--- config.mk ---
export PLATFORM = sky130hd
export DESIGN_NAME = pet2001_vram_uart
export DESIGN_NICKNAME = d
export VERILOG_FILES = /design/src/rtl/pet2001_vram_uart.sv
export SDC_FILE = /design/constraint.sdc
export NUM_CORES = 1
export LEC_CHECK = 0
export ABC_AREA = 1
export CAP_MARGIN = 20
export CORE_MARGIN = 4
export CORE_UTILIZATION = 40
export DETAILED_ROUTE_END_ITERATION = 12
export SLEW_MARGIN = 20
export SYNTH_ARGS = -nofsm -noshare
export SYNTH_HDL_FRONTEND = slang
export SYNTH_SLANG_ARGS = --single-unit
--- constraint.sdc ---
create_clock -name clk -period 4.5 [get_ports clk]
set_input_delay 0.675 -clock clk [delete_from_list [all_inputs] [get_ports clk]]
set_output_delay 0.675 -clock clk [all_outputs]
set_load 0.03 [all_outputs]
--- src/rtl/pet2001_vram_uart.sv ---
// pet2001_vram_uart: snoops CPU writes into PET video RAM, converts each
// screen code to ASCII, inserts CR LF whenever the write address is not
// contiguous with the previous one, buffers the bytes in a small FIFO and
// feeds them to the uart transmit handshake (write_data/write_strobe/write_rdy).
module pet2001_vram_uart #(
  parameter int         FIFO_AW    = 4,
  parameter logic [7:0] SUBST_CHAR = 8'h2E
) (
  input  logic       clk,
  input  logic       reset,
  input  logic       en,
  input  logic       vram_we,
  input  logic [9:0] vram_addr,
  input  logic [7:0] vram_data,
  input  logic       uart_rdy,
  output logic [7:0] uart_data,
  output logic       uart_strobe,
  output logic       overflow
);

  localparam int DEPTH = 1 << FIFO_AW;
  localparam logic [FIFO_AW:0] PTR_ONE  = {{FIFO_AW{1'b0}}, 1'b1};
  localparam logic [FIFO_AW:0] PTR_ZERO = {(FIFO_AW + 1){1'b0}};

  typedef enum logic [1:0] {
    ST_IDLE = 2'd0,
    ST_CR   = 2'd1,
    ST_LF   = 2'd2,
    ST_CHR  = 2'd3
  } state_t;

  // Screen code to ASCII. Bit 7 (reverse video) is ignored; the upper half of
  // the 7-bit code space holds PET graphics, which have no ASCII equivalent.
  function automatic logic [7:0] screen_to_ascii(input logic [7:0] code);
    logic [6:0] c;
    logic [7:0] r;
    c = code[6:0];
    if (c == 7'h00) begin
      r = 8'h40;
    end else if (c < 7'h20) begin
      r = {1'b0, c} + 8'h40;
    end else if (c < 7'h40) begin
      r = {1'b0, c};
    end else begin
      r = SUBST_CHAR;
    end
    return r;
  endfunction

  // Sequencer and framing state
  state_t      state_q, state_d;
  logic [7:0]  char_q, char_d;
  logic [9:0]  exp_addr_q, exp_addr_d;
  logic        exp_valid_q, exp_valid_d;

  // FIFO state (extra pointer bit separates full from empty)
  logic [7:0]       mem_q [DEPTH];
  logic [FIFO_AW:0] wr_ptr_q, wr_ptr_d;
  logic [FIFO_AW:0] rd_ptr_q, rd_ptr_d;

  // Output registers
  logic [7:0] uart_data_q, uart_data_d;
  logic       uart_strobe_q, uart_strobe_d;
  logic       overflow_q, overflow_d;

  // Internal combinational signals
  logic       wr_req_s;
  logic       busy_drop_s;
  logic       push_s;
  logic [7:0] push_data_s;
  logic       empty_s;
  logic       full_s;
  logic       pop_s;
  logic       push_ok_s;
  logic       push_drop_s;

  assign wr_req_s    = vram_we & en;
  assign busy_drop_s = wr_req_s & (state_q != ST_IDLE);

  // Sequencer: accept a write in IDLE, then emit CR, LF (if framing) and the char
  always_comb begin
    state_d     = state_q;
    char_d      = char_q;
    exp_addr_d  = exp_addr_q;
    exp_valid_d = exp_valid_q;
    push_s      = 1'b0;
    push_data_s = 8'h00;
    case (state_q)
      ST_IDLE: begin
        if (wr_req_s) begin
          char_d      = screen_to_ascii(vram_data);
          exp_addr_d  = vram_addr + 10'd1;
          exp_valid_d = 1'b1;
          if (exp_valid_q && (vram_addr != exp_addr_q)) begin
            state_d = ST_CR;
          end else begin
            state_d = ST_CHR;
          end
        end else begin
          state_d = ST_IDLE;
        end
      end
      ST_CR: begin
        push_s      = 1'b1;
        push_data_s = 8'h0D;
        state_d     = ST_LF;
      end
      ST_LF: begin
        push_s      = 1'b1;
        push_data_s = 8'h0A;
        state_d     = ST_CHR;
      end
      ST_CHR: begin
        push_s      = 1'b1;
        push_data_s = char_q;
        state_d     = ST_IDLE;
      end
      default: begin
        state_d = ST_IDLE;
      end
    endcase
  end

  assign empty_s = (wr_ptr_q == rd_ptr_q);
  assign full_s  = (wr_ptr_q[FIFO_AW] != rd_ptr_q[FIFO_AW]) &&
                   (wr_ptr_q[FIFO_AW-1:0] == rd_ptr_q[FIFO_AW-1:0]);
  // Never strobe two cycles in a row: the uart only lowers rdy after a strobe.
  assign pop_s       = ~empty_s & uart_rdy & ~uart_strobe_q;
  // A pop in the same cycle frees the slot, so a push into a full FIFO succeeds.
  assign push_ok_s   = push_s & (~full_s | pop_s);
  assign push_drop_s = push_s & ~push_ok_s;

  // FIFO pointers, transmit registers and sticky overflow
  always_comb begin
    wr_ptr_d      = wr_ptr_q;
    rd_ptr_d      = rd_ptr_q;
    uart_data_d   = uart_data_q;
    uart_strobe_d = 1'b0;
    overflow_d    = overflow_q | busy_drop_s | push_drop_s;
    if (push_ok_s) begin
      wr_ptr_d = wr_ptr_q + PTR_ONE;
    end else begin
      wr_ptr_d = wr_ptr_q;
    end
    if (pop_s) begin
      rd_ptr_d      = rd_ptr_q + PTR_ONE;
      uart_data_d   = mem_q[rd_ptr_q[FIFO_AW-1:0]];
      uart_strobe_d = 1'b1;
    end else begin
      rd_ptr_d      = rd_ptr_q;
      uart_data_d   = uart_data_q;
      uart_strobe_d = 1'b0;
    end
  end

  // FIFO storage; contents need no reset since the pointers define validity
  always_ff @(posedge clk) begin
    if (push_ok_s) begin
      mem_q[wr_ptr_q[FIFO_AW-1:0]] <= push_data_s;
    end
  end

  // State registers with synchronous reset
  always_ff @(posedge clk) begin
    if (reset) begin
      state_q       <= ST_IDLE;
      char_q        <= 8'h00;
      exp_addr_q    <= 10'h000;
      exp_valid_q   <= 1'b0;
      wr_ptr_q      <= PTR_ZERO;
      rd_ptr_q      <= PTR_ZERO;
      uart_data_q   <= 8'h00;
      uart_strobe_q <= 1'b0;
      overflow_q    <= 1'b0;
    end else begin
      state_q       <= state_d;
      char_q        <= char_d;
      exp_addr_q    <= exp_addr_d;
      exp_valid_q   <= exp_valid_d;
      wr_ptr_q      <= wr_ptr_d;
      rd_ptr_q      <= rd_ptr_d;
      uart_data_q   <= uart_data_d;
      uart_strobe_q <= uart_strobe_d;
      overflow_q    <= overflow_d;
    end
  end

  assign uart_data   = uart_data_q;
  assign uart_strobe = uart_strobe_q;
  assign overflow    = overflow_q;

endmodule

==> flow_summary_export.csv <==
group,metric,value,unit
placement,dp.cells,980,
power,p_total,3990,uW
clock_tree,cts_tree,"done",
synthesis,async_flop_share,0,%
setup_path,end_kind,"flop",
synthesis,ys.flop_type,"edfxtp_1",
global_route,gr-total-overflow,0,
synthesis,yosysMostFrequentCell,"nor2_1",
clock_tree,clk_latency,0.43,ns
layout,area_growth,15.3,%
setup_path,ff2ff_path_depth,11,
synthesis,yosysTopAreaCell,"edfxtp_1",
drt,drt-initial-drc-count,415,
power,peakVddDrop,0.287,mV
drt,vias,5127,
setup_path,slowest_stage,"nor2_1",
timing,rsz0062_at_grt,"no",
floorplanning,die_x,144,um
drt,drc,0,
global_route,grt_max_degree,66,
setup_path,rr_endpoint,"uart_data[0]$_SDFFE_PP0P_",
setup_path,crit_chain,"clkdlybuf4s50_1 > inv_1 > nor2_1 > nor2_1 > nand3_2 > nand2_2 > inv_2 > nand2_1 > nor2_1",
synthesis,ys_seq_area_share,63.3,%
global_route,antenna_found_initial,0,
synthesis,avgSynthCellArea,9.88,um^2
outcome,status,"finished clean",
clock_tree,cts_hold_buf,0,
timing,maxSlewViolCount,0,
layout,final_cells,1013,
setup_path,crit_path_max_fanout,8,
clock_tree,clock-root-buffer,"clkbuf_16",
global_route,use_met1,22.9,%
clock_tree,clk_pin_slew,0.06,ns
synthesis,synth_nets,778,
min_path,hold_depth,2,
setup_path,critPathRequiredTime,4.55,ns
timing,period_share,60.2,%
timing,max_freq,369,MHz
timing,timing.slew.headroom,39.2,%
timing,setup_viol,0,
setup_path,r2r_setup_slack,1.93,ns
timing,period_minus_slack,2.71,ns
synthesis,ys_warn_count,0,
setup_path,max_stage_delay,0.60,ns
layout,nets,804,
global_route,grt_pass1_vias,4986,
min_path,min_to,"char_q[7]$_SDFFE_PP0P_",
drt,ant_nets,0,
synthesis,syn-cell-area,7360,um^2
clock_tree,clockBufferDepth,2,
drt,dr.pass1.iters,5,
setup_path,path_common_cell,"nor2_1",
global_route,grt_usage,16.7,%
synthesis,synth_area_leaders,"edfxtp_1, dfxtp_1, nor2_1, nand2_1, inv_1",
clock_tree,htreeDepth,4,
floorplanning,die_h,144,um
min_path,hold_path.startpoint,"char_q[7]$_SDFFE_PP0P_",
global_route,grt_busiest_layer,"met2",
setup_path,crit_type,"in2reg",
floorplanning,coreArea,18000,um^2
clock_tree,cts_resized,0,
placement,hpwl,10.5,mm
global_route,use_met3,3.06,%
drt,wl,16.3,mm
layout,final_layout_size_suffix_gt1_share,6.38,%
setup_path,cp_num_buf_inv,3,
placement,io_buffers,31,
timing,worst_slew_pin_slew,0.909,ns
global_route,met2_usage,26.4,%
synthesis,netlist_instances,745,
min_path,hold_path.class,"reg2reg",
clock_tree,cts_inserted_buffers,17,
floorplanning,io_pins,33,
synthesis,yosys-top-cells-count,"nor2_1, edfxtp_1, nand2_1, inv_1, o21ai_0",
power,p_leak,0.00326,uW
floorplanning,die-area,20600,um^2
power,power_density,471,nW/um^2
synthesis,yosysTopAreaCellShare,52.2,%
drt,vias_per_cell,5.06,
setup_path,cp-start-kind,"input port",
clock_tree,clock-sinks,169,
timing,setup_tns,0,ns
synthesis,synth-seq-cells,169,
timing,finalHoldViolations,0,
synthesis,yosysUniqueCellTypes,32,
synthesis,synth-edff-count,128,
setup_path,cp_top_family,"simple AND/OR/NAND/NOR gates",
drt,wl_per_cell,16.1,um
timing,whs,0.457,ns
setup_path,critical_path_arrival,2.76,ns
floorplanning,start_util,40.9,%
job,maxCapViolCount,0,
timing,clock_skew,0.00769,ns
clock_tree,post-cts-setup-buffers,0,
floorplanning,row_count,49,
placement,place.gp.congestion,0.849,
timing,finalWorstSetupSlack,1.79,ns
global_route,grt_pass1_wl,26.1,mm
layout,diodes,0,
setup_path,worstReg2RegStart,"rd_ptr_q[0]$_SDFFE_PP0P_",
placement,place_ws,1.35,ns
metal layers:
| metal | part of all wire, % | vias up | wire [um] |
|---|---|---|---|
| li1 | - | 2547 | - |
| met1 | 46 | 2441 | 7590 |
| met2 | 47 | 113 | 7660 |
| met3 | 4.3 | 26 | 695 |
| met4 | 2.4 | 0 | 392 |
| met5 | 0 | - | 0 |
worst register-to-register path: stages (launching register included):
cell and delay [ns]:
dfxtp_2 0.58, buf_4 0.52, inv_2 0.30, buf_12 0.25, o21ai_0 0.21, nand2_1 0.08
nand2_1 0.05, nand2_1 0.05, nor2_1 0.24, nand2_1 0.08, nand2_1 0.07, inv_1 0.04
kinds of logic (layout without fill, tap and decap cells):
kind of cell               count (synthesis)  count (layout)  share of synthesized area, %
adders and majority gates                 10              10                          1.70
xor gates and xnor gates                  16              16                          1.90
AOI/OAI and AO/OA                        145             145                          10.7
DFF                                      169             169                          63.3
buffers and inverters                    100             139                          5.78
and+or+nand+nor                          305             305                          16.5
placed cells by master (no fill, tap or decap), drive strengths merged, types with 4 or more instances in the layout:
master | netlist | final
a21oi | 31 | 31
buf | 21 | 8
bufinv | 0 | 4
clkbuf | 11 | 24
clkdlybuf4s50 | 0 | 31
dfxtp | 41 | 41
edfxtp | 128 | 128
ha | 10 | 10
inv | 68 | 68
nand2 | 114 | 114
nand3 | 29 | 29
nor2 | 158 | 158
o211ai | 17 | 17
o21ai | 89 | 89
xnor2 | 4 | 4
xor2 | 12 | 12
area by class of cell:
type / instances / area, um^2
clock buffer: 24 / 482
clock inverter: 8 / 141
fill: 1685 / 9540
inverter: 68 / 255
multi-input combinational: 476 / 2270
sequential: 169 / 4670
tap: 229 / 287
timing repair buffer: 39 / 383
worst max path at each step:
stage	from	end	slack [ns]	depth (start not counted)
2_1_floorplan	uart_rdy	mem_q[12][0]$_DFFE_PP_	2.27	8
3_3_place_gp	uart_rdy	mem_q[6][1]$_DFFE_PP_	1.36	9
3_5_place_dp	uart_rdy	mem_q[7][0]$_DFFE_PP_	1.35	9
4_1_cts	rd_ptr_q[0]$_SDFFE_PP0P_	uart_data[5]$_SDFFE_PP0P_	1.78	10
5_1_grt	uart_rdy	mem_q[7][1]$_DFFE_PP_	1.64	9
6_report	uart_rdy	mem_q[1][5]$_DFFE_PP_	1.79	9
power breakdown:
part	total (uW)	leakage, uW	internal, uW	switching, uW
clock network	1520	0.000302	969	555
logic	711	0.00145	236	476
registers	1760	0.00151	1720	38.6
total	3990	0.00326	2920	1070
flip-flops by register name (all words and copies together) (netlist names):
name         count
rd_ptr_q         5
overflow         1
state_q          2
exp_valid_q      1
uart_data        8
mem_q          128
wr_ptr_q         5
exp_addr_q      10
char_q           8
uart_strobe      1
stage by stage:
stage | area [um^2] | utilization, %
after floorplan | 7360 | -
after global placement | 7840 | 43.5
after global routing | 8490 | 47.1
final | 8490 | 47.1
after CTS | 8470 | 47.0
after detailed placement | 7840 | 43.5
No activity file was read; power rests on OpenSTA's default activity.
